--- config.mk ---
export PLATFORM = sky130hd
export DESIGN_NAME = mem_arbiter
export DESIGN_NICKNAME = d
export VERILOG_FILES = /design/src/rtl/mem_arbiter.sv
export SDC_FILE = /design/constraint.sdc
export NUM_CORES = 1
export LEC_CHECK = 0
export ABC_AREA = 1
export CAP_MARGIN = 5
export CORE_AREA = 2 2 115 117
export CTS_CLUSTER_DIAMETER = 120
export CTS_CLUSTER_SIZE = 12
export DETAILED_ROUTE_END_ITERATION = 8
export DIE_AREA = 0 0 117 119
export GPL_TIMING_DRIVEN = 0
export PLACE_DENSITY = 0.69
export SLEW_MARGIN = 20
export SYNTH_ARGS = -nofsm -noshare
export SYNTH_HDL_FRONTEND = slang
export SYNTH_SLANG_ARGS = --single-unit
--- constraint.sdc ---
create_clock -name clk -period 1.2 [get_ports clk]
set_input_delay 0.24 -clock clk [delete_from_list [all_inputs] [get_ports clk]]
set_output_delay 0.24 -clock clk [all_outputs]
set_load 0.05 [all_outputs]
--- src/rtl/mem_arbiter.sv ---
// mem_arbiter: two-master arbiter in front of a single-port synchronous memory.
//
// The CPU data port normally wins contention; the debug/loader port is granted
// whenever it is alone, and wins the next contention once it has been denied
// STARVE_MAX consecutive cycles. A small FSM tracks outstanding debug reads so
// dbg_rvalid marks the cycle where mem_rdata belongs to the debug master.
//
// Ports
//   clk, rst_n                         clock, async active-low reset
//   cpu_req/we/addr/wdata  in          CPU access request
//   cpu_rdata              out         raw mem_rdata (CPU samples it itself)
//   cpu_stall              out         CPU requested but was not granted
//   dbg_req/we/addr/wdata  in          debug access request
//   dbg_gnt                out         debug request accepted this cycle
//   dbg_rvalid, dbg_rdata  out         debug read return
//   mem_en/we/addr/wdata   out         memory command (winner's fields)
//   mem_rdata              in          memory read data, one cycle latency
//
// Read-return FSM
//   state   | meaning
//   RD_IDLE | no debug read data due this cycle
//   RD_DBG  | mem_rdata this cycle answers last cycle's debug read
module mem_arbiter #(
  parameter int unsigned STARVE_MAX = 4
) (
  input  logic        clk,
  input  logic        rst_n,
  input  logic        cpu_req,
  input  logic        cpu_we,
  input  logic [31:0] cpu_addr,
  input  logic [31:0] cpu_wdata,
  output logic [31:0] cpu_rdata,
  output logic        cpu_stall,
  input  logic        dbg_req,
  input  logic        dbg_we,
  input  logic [31:0] dbg_addr,
  input  logic [31:0] dbg_wdata,
  output logic        dbg_gnt,
  output logic        dbg_rvalid,
  output logic [31:0] dbg_rdata,
  output logic        mem_en,
  output logic        mem_we,
  output logic [31:0] mem_addr,
  output logic [31:0] mem_wdata,
  input  logic [31:0] mem_rdata
);

  typedef enum logic {RD_IDLE, RD_DBG} rd_state_t;

  localparam logic [3:0] STARVE_LIM = 4'(STARVE_MAX);

  rd_state_t  rd_q, rd_d;
  logic [3:0] starve_q, starve_d;
  logic       prio_q, prio_d;
  logic       grant_cpu, grant_dbg;

  // Grants are qualified with rst_n so every output except cpu_rdata is
  // forced low while reset is held, even with requests active.
  assign grant_cpu = rst_n & cpu_req & ~(dbg_req & prio_q);
  assign grant_dbg = rst_n & dbg_req & ~(cpu_req & ~prio_q);

  assign mem_en     = grant_cpu | grant_dbg;
  assign cpu_stall  = rst_n & cpu_req & ~grant_cpu;
  assign dbg_gnt    = grant_dbg;
  assign cpu_rdata  = mem_rdata;
  assign dbg_rvalid = (rd_q == RD_DBG);
  assign dbg_rdata  = dbg_rvalid ? mem_rdata : 32'h0;

  always_comb begin
    mem_we    = 1'b0;
    mem_addr  = 32'h0;
    mem_wdata = 32'h0;
    if (grant_cpu) begin
      mem_we    = cpu_we;
      mem_addr  = cpu_addr;
      mem_wdata = cpu_wdata;
    end else if (grant_dbg) begin
      mem_we    = dbg_we;
      mem_addr  = dbg_addr;
      mem_wdata = dbg_wdata;
    end
  end

  // Starve counter counts consecutive denied debug cycles; priority is latched
  // when the count reaches the limit and held until the debug port is served,
  // even if it withdraws its request in between.
  always_comb begin
    starve_d = 4'd0;
    prio_d   = prio_q;
    if (dbg_req && !grant_dbg) begin
      starve_d = (starve_q >= STARVE_LIM) ? STARVE_LIM : starve_q + 4'd1;
    end
    if (grant_dbg) begin
      prio_d = 1'b0;
    end else if (starve_d == STARVE_LIM) begin
      prio_d = 1'b1;
    end
  end

  always_comb begin
    rd_d = rd_q;
    case (rd_q)
      RD_IDLE: if (grant_dbg && !dbg_we) rd_d = RD_DBG;
      RD_DBG:  rd_d = (grant_dbg && !dbg_we) ? RD_DBG : RD_IDLE;
      default: rd_d = RD_IDLE;
    endcase
  end

  always_ff @(posedge clk or negedge rst_n) begin
    if (!rst_n) begin
      rd_q     <= RD_IDLE;
      starve_q <= 4'd0;
      prio_q   <= 1'b0;
    end else begin
      rd_q     <= rd_d;
      starve_q <= starve_d;
      prio_q   <= prio_d;
    end
  end

endmodule

==> results of run 1 <==
## layout make-up
cell class	count	area, um^2	share of cell area
plain buffers	48	536	0.0770
multi-input cells	185	1950	0.280
repair buffers	320	3520	0.506
clock buffers	4	78.8	0.0113
flip-flops and latches	6	154	0.0221
well taps	176	220	0.0317
inverters	102	503	0.0723
## metrics by stage
| stage | hold slack, ns | worst slack [ns] | instances | util |
|---|---|---|---|---|
| 3_5_place_dp | 0.500 | -1.78 | 816 | 0.471 |
| 6_report | 0.385 | -0.573 | 841 | 0.540 |
| 3_3_place_gp | 0.496 | -1.74 | 816 | 0.471 |
| 2_1_floorplan | -0.0556 | -0.248 | 342 | - |
| 4_1_cts | 0.389 | -0.555 | 835 | 0.517 |
| 5_1_grt | 0.415 | -0.621 | 841 | 0.540 |
## what timing repair did
item                                    CTS  global route
setup buffers                             8             3
hold buffers                              1             0
endpoints found under the hold margin     6             0
pin swaps                                 2             1
setup endpoints to repair               138           101
gates cloned                              7             4
gates resized for setup                1019            69
## layer usage
metal	track usage	routed length (um)	up-vias
met5	0	0	-
met4	0.0213	121	0
met3	0.0458	1310	10
met2	0.309	6660	170
met1	0.156	3910	1487
li1	-	-	1605
## where the power goes
part / switching, W / internal, W / leakage, nW
combinational: 0.00187 / 0.00151 / 3.16
sequential: 0.0000120 / 0.000219 / 0.0754
clock: 0.000111 / 0.000441 / 0.0382
## worst max-delay path, cell delays in order, from the launching register on
cell,delay (ns)
dfrtp_1,0.41
nand2_2,0.11
nand3_4,0.11
buf_12,0.17
buf_12,0.16
o21ai_4,0.17
buf_8,0.17
## worst max path at each step
stage,start,to,depth (start not counted)
finish,prio_q,mem_addr[30],6
global placement,rst_n,mem_wdata[29],10
global route,prio_q,mem_wdata[26],6
CTS,prio_q,mem_addr[30],6
detailed placement,rst_n,mem_wdata[26],10
floorplan,prio_q,mem_wdata[12],5
## cell usage after synthesis (4+ instances only)
| library cell | instances | area share |
|---|---|---|
| nor2_1 | 5 | 0.011 |
| buf_6 | 5 | 0.032 |
| o21ai_0 | 39 | 0.11 |
| inv_1 | 100 | 0.21 |
| buf_4 | 32 | 0.14 |
| nand2_1 | 107 | 0.23 |
| buf_2 | 6 | 0.017 |
| o21ai_2 | 12 | 0.060 |
| dfrtp_1 | 6 | 0.086 |
| o21ai_1 | 15 | 0.043 |
| clkbuf_1 | 4 | 0.0086 |
## cell families after synthesis
logic type | after synthesis | synth area share
AO/OA/AOI/OAI | 67 | 0.217
adder cells (fa/ha/maj) | 1 | 0.00715
flip-flops | 6 | 0.0858
AND/OR/NAND/NOR | 116 | 0.257
other | 1 | 0.00214
buffers and inverters | 151 | 0.431
## registers in the layout, summed over array words and instances (netlist names)
signal and flops:
prio_q 1, starve_q 4, dbg_rvalid 1
==> summary.md, run 1 <==
| Metric | Value |
|---|---|
| Status | `complete, but fails checks` |
| Failing checks | `negative setup slack` |
| Vias | `3272` |
| IO Pins | `299` |
| CTS Buf Count | `3` |
| Hold Path Stages | `4` |
| Layout cell share with drive strength beyond 1 | `0.597` |
| Die height | `about 120 um` |
| Type of origin of the critical path | `flop` |
| Final hold violation count | `0` |
| R2r worst-path depth | `7` |
| H-Tree Depth | `1` |
| Final min period | `1.77 ns` |
| Leakage | `~3.3 nW` |
| First-pass GRT wire length | `16.7 mm` |
| Ys Warns | `0` |
| # Max-Cap Violations | `0` |
| Power density cells | `between 500 and 600 mW/mm^2` |
| Post-synth top flop | `dfrtp_1` |
| Nets | `approximately 830` |
| Req. time, crit path | `roughly 0.96 ns` |
| Critical path arrival | `~1.5 ns` |
| Worst Hold Launch | `rst_n` |
| Reg-to-reg endpoint | `starve_q[0]` |
| # rows | `between 40 and 50` |
| Largest net degree at the start of global routing | `11` |
| DRT iter0 DRCs | `approximately 60` |
| I/O Buffers | `298` |
| TritonRoute pass-1 iters | `4` |
| Hold EP | `prio_q` |
| Initial antenna violation count | `0` |
| Final setup violating endpoints | `100` |
| PnR worst setup slack | `-0.573 ns` |
| Syn_area_per_cell | `between 5 and 6 um^2` |
| Worst-path maximum fanout | `10` |
| Syn_nets | `509` |
| Synth Instances | `about 340` |
| R2R Setup Slk | `0.04 ns` |
| Worst r2r src | `prio_q` |
| Vias in the first global route | `3303` |
| Min-Delay Path Class | `input pin to flop` |
| Fillers | `about 1100` |
| Area post-placement | `0.00606 mm^2` |
| Post-synth cell types | `22` |
| Root Buffer | `clkbuf_16` |
| Initial core utilization | `0.136` |
| Die area | `roughly 0.014 mm^2` |
| Clk Latency, worst-skew pair | `0.23 ns` |
| #FFs+latches synth | `6` |
| DRC | `0` |
| Core Region | `0.0129 mm^2` |
| DP HPWL | `about 9.7 mm` |
| Total gr overflow | `0` |
| Die width | `117 um` |
| Most common cell after layout, fill and taps aside | `clkdlybuf4s50_1` |
| Number of synthesized flops with an enable pin | `0` |
| Final wirelength | `between 10 and 15 mm` |
| Post-synthesis async set-or-reset flop share | `1.00` |
| Most frequent cells in the layout | `130 x clkdlybuf4s50_1, 99 x buf_6, 67 x inv_1` |
| Final instance area | `0.00696 mm^2` |
| Gpl congestion | `approximately 0.84` |
| Final setup TNS | `-45.35 ns` |
| RSZ-0062 raised after global routing | `true` |
| Worst-path clk slew | `~0.040 ns` |
| Seq/Total Area, Yosys | `0.0858` |
| Setup Skew | `between 0.005 and 0.006 ns` |
| Power Total | `about 0.0042 W` |
| Tcrit/Tclk final | `1.48` |
| CTS tree | `done` |
| Max Fclk | `between 500 and 600 MHz` |
| TritonCTS Sinks | `6` |
| Maximum VDD drop | `roughly 0.00053 V` |
| Antenna Nets Post-Route | `0` |
| Via density | `~3.9` |
| Avg WL per Cell | `about 14 um` |
| Synthesized area | `~0.0018 mm^2` |
| Fin. max-slew vios | `0` |
| Area growth from synthesis to layout | `297%` |
| Worst Setup End Kind | `output port` |
| Setup CP Type | `flop to output port` |
| N_diodes | `0` |
| Clock buffer depth | `2` |
| Total track usage | `0.154` |
Power figures use the tool's default switching activity.
==> run 2: changes to the inputs <==
PLACE_DENSITY = 0.67   (was 0.69)
clock period = 2.15 ns   (was 1.2 ns; I/O delays follow)
==> run 2 against run 1 <==
  * The run now ends clean
  * Non-clock buffer count is 19 lower
  * Clock-buffer cell count down 1
  * Register-to-register slack improved by 1.0 ns
==> summary.md, run 2 (synthesis gave the netlist of run 1 again) <==
| Metric | Value |
|---|---|
| Crit path max-delay cell type | `bufbuf_16 (was dfrtp_1)` |
| Status | `finished, final reports clean (was complete, but fails checks)` |
| Power Total | `0.00179 W (was 0.00417 W)` |
| Req. time, crit path | `1.72 ns (was 0.96 ns)` |
| CTS Buf Count | `3 (unchanged)` |
| Final wirelength | `9.17 mm (was 12.0 mm)` |
| DRT iter0 DRCs | `60 (was 61)` |
| CTS tree | `done (unchanged)` |
| TritonRoute pass-1 iters | `4 (unchanged)` |
| Via density | `3.60 (was 3.89)` |
| Die height | `119 um (unchanged)` |
| Tcrit/Tclk final | `0.957` |
| Max-slew headroom | `0.664` |
| H-Tree Depth | `1 (unchanged)` |
| Least-Margin Pin Slew | `between 0.5 and 0.6 ns` |
| Fin. max-slew vios | `0 (unchanged)` |
| Gpl congestion | `0.799 (was 0.844)` |
| Avg WL per Cell | `11.2 um (was 14.3 um)` |
| Max Fclk | `around 490 MHz` |
| Die width | `117 um (unchanged)` |
| Initial antenna violation count | `0 (unchanged)` |
| Met2 wire length | `4.71 mm (was 6.66 mm)` |
| WP buf/inv | `4 (was 3)` |
| Most used cell, CP | `buf_6 (was buf_12)` |
| Type of origin of the critical path | `input pin (was flop)` |
| I/O Buffers | `298 (unchanged)` |
| Fillers | `1414 (was 1148)` |
| Nets | `814 (was 833)` |
| Initial core utilization | `0.136 (unchanged)` |
| DRC | `0 (unchanged)` |
| Final min period | `approximately 2.1 ns` |
| Final hold violation count | `0 (unchanged)` |
| Largest register FFs | `4 (unchanged)` |
| RSZ-0062 raised after global routing | `false (was true)` |
| M1 wire length | `3.47 mm (was 3.91 mm)` |
| Worst Setup End Kind | `output port (unchanged)` |
| # Max-Cap Violations | `0 (unchanged)` |
| Final setup violating endpoints | `0 (was 100)` |
| Min-Delay Path Class | `input pin to asynchronous set/reset pin (was input pin to flop)` |
| Root Buffer | `clkbuf_16 (unchanged)` |
| # rows | `42 (unchanged)` |
| Top routing layer used | `met4 (unchanged)` |
| Delay-heaviest family, CP | `buffers and inverters (unchanged)` |
| Clk Latency, worst-skew pair | `0.23 ns (about the same)` |
| Critical path arrival | `1.63 ns (was 1.53 ns)` |
| Antenna Nets Post-Route | `0 (unchanged)` |
| Vias | `2954 (was 3272)` |
| WL met3 | `944 um (was 1.31 mm)` |
| Crit-path cells | `clkdlybuf4s15_1 > nand3_4 > bufbuf_16 > buf_6 > o21ai_1 > buf_6 (was nand2_2 > nand3_4 > buf_12 > buf_12 > o21ai_4 > buf_8)` |
| Maximum VDD drop | `0.000206 V (was 0.000534 V)` |
| Total track usage | `0.119 (was 0.154)` |
| Most frequent cells in the layout | `163 x clkdlybuf4s50_1, 105 x nand2_1, 100 x inv_1 (was 130 x clkdlybuf4s50_1, 99 x buf_6, 67 x inv_1)` |
| IO Pins | `299 (unchanged)` |
| Leakage | `2.74 nW (was 3.27 nW)` |
| Setup Skew | `0.00152 ns (was 0.00577 ns)` |
| Clock buffer depth | `2 (unchanged)` |
| DP HPWL | `7.96 mm (was 9.65 mm)` |
| Layout cell share with drive strength beyond 1 | `0.225 (was 0.597)` |
| Area post-placement | `0.00495 mm^2 (was 0.00606 mm^2)` |
| Post-place setup slack | `-1.13 ns (was -1.78 ns)` |
| Worst-path clk slew | `0.03 ns (was 0.04 ns)` |
| Critical Path Max Stage Delay | `0.29 ns (was 0.41 ns)` |
| Largest net degree at the start of global routing | `11 (unchanged)` |
| Final setup TNS | `0 ns (was -45.35 ns)` |
| First-pass GRT wire length | `13.3 mm (was 16.7 mm)` |
| TritonCTS Sinks | `6 (unchanged)` |
| Vias in the first global route | `2647 (was 3303)` |
| PnR worst setup slack | `0.0933 ns (was -0.573 ns)` |
| Final instance area | `0.00487 mm^2 (was 0.00696 mm^2)` |
| Setup CP Type | `input pin to output port (was flop to output port)` |
| Worst-path maximum fanout | `10 (unchanged)` |
| Most common cell after layout, fill and taps aside | `clkdlybuf4s50_1 (unchanged)` |
| Area growth from synthesis to layout | `178% (was 297%)` |
| Total gr overflow | `0 (unchanged)` |
| Register with the highest flop count | `starve_q (unchanged)` |
| N_diodes | `0 (unchanged)` |
| Core Region | `0.0129 mm^2 (unchanged)` |
| Power density cells | `367 mW/mm^2 (was 599 mW/mm^2)` |
| Die area | `0.0139 mm^2 (unchanged)` |
## run 2: cell count changes in the layout (fill, tap and decap cells not counted), sizes merged, moves of 5 or more
cell	before	now
clkinvlp	30	0
clkdlybuf4s50	130	163
inv	72	102
buf	190	107
clkdlybuf4s15	0	15
dlygate4sd2	33	52
clkbuf	18	13
## run 2: report_power, final
group	internal (W)	switching, W	total (W)
registers	0.000122	0.00000569	0.000127
clock network	0.000238	0.0000604	0.000299
logic	0.000555	0.000806	0.00136
## run 2: repair_timing
item	in CTS	in global routing
setup endpoints to repair	132	61
pin swaps	3	0
resized for setup	483	19
hold buffers	0	0
setup buffers	1	0
cloned	1	0
## run 2: metal layers
metal | global-route usage | vias to the layer above
met3 | 0.0239 | 4
met1 | 0.139 | 1231
met2 | 0.223 | 163
met4 | 0.0162 | 0
li1 | - | 1556
met5 | 0 | -
## run 2: metrics by stage
stage	util	hold WS [ns]	instances
after global placement	0.385	0.490	816
after global routing	0.378	0.0625	821
final	0.378	0.0542	821
after floorplan	-	0.134	342
after CTS	0.376	0.0625	821
after detailed placement	0.385	0.500	816
## run 2: worst reg2reg max path, cell delays in order (launching register included)
cell,delay [ns]
dfrtp_1,0.37
ha_1,0.30
o21ai_0,0.17
nand4_1,0.10
nand2_1,0.07
## run 2: layout make-up
type                       instances  area [um^2]  share of cell area
timing repair buffer             300         2770               0.569
multi-input combinational        185          878               0.180
clock buffer                       3         75.1              0.0154
sequential                         6          150              0.0308
inverter                         102          385              0.0791
tap                              176          220              0.0452
buffer                            49          390              0.0802
## run 2: path summary, 6_finish.rpt
kind                        startpoint            to  slack [ns]  cells past startpoint
max in group asynchronous        rst_n   starve_q[3]        1.95                      1
hold / removal                   rst_n    dbg_rvalid        0.05                      1
min in group clk           starve_q[3]   starve_q[0]        0.52                      3
setup / recovery               cpu_req  mem_addr[26]        0.09                      6
hold reg to reg            starve_q[3]   starve_q[0]        0.52                      3
setup reg to reg           starve_q[0]        prio_q        1.07                      4
==> run 3: changes to the inputs <==
CAP_MARGIN = not set   (was 5)
==> results of run 3 <==
Same layout as run 2: the final DEF is identical, and so are final timing and power.
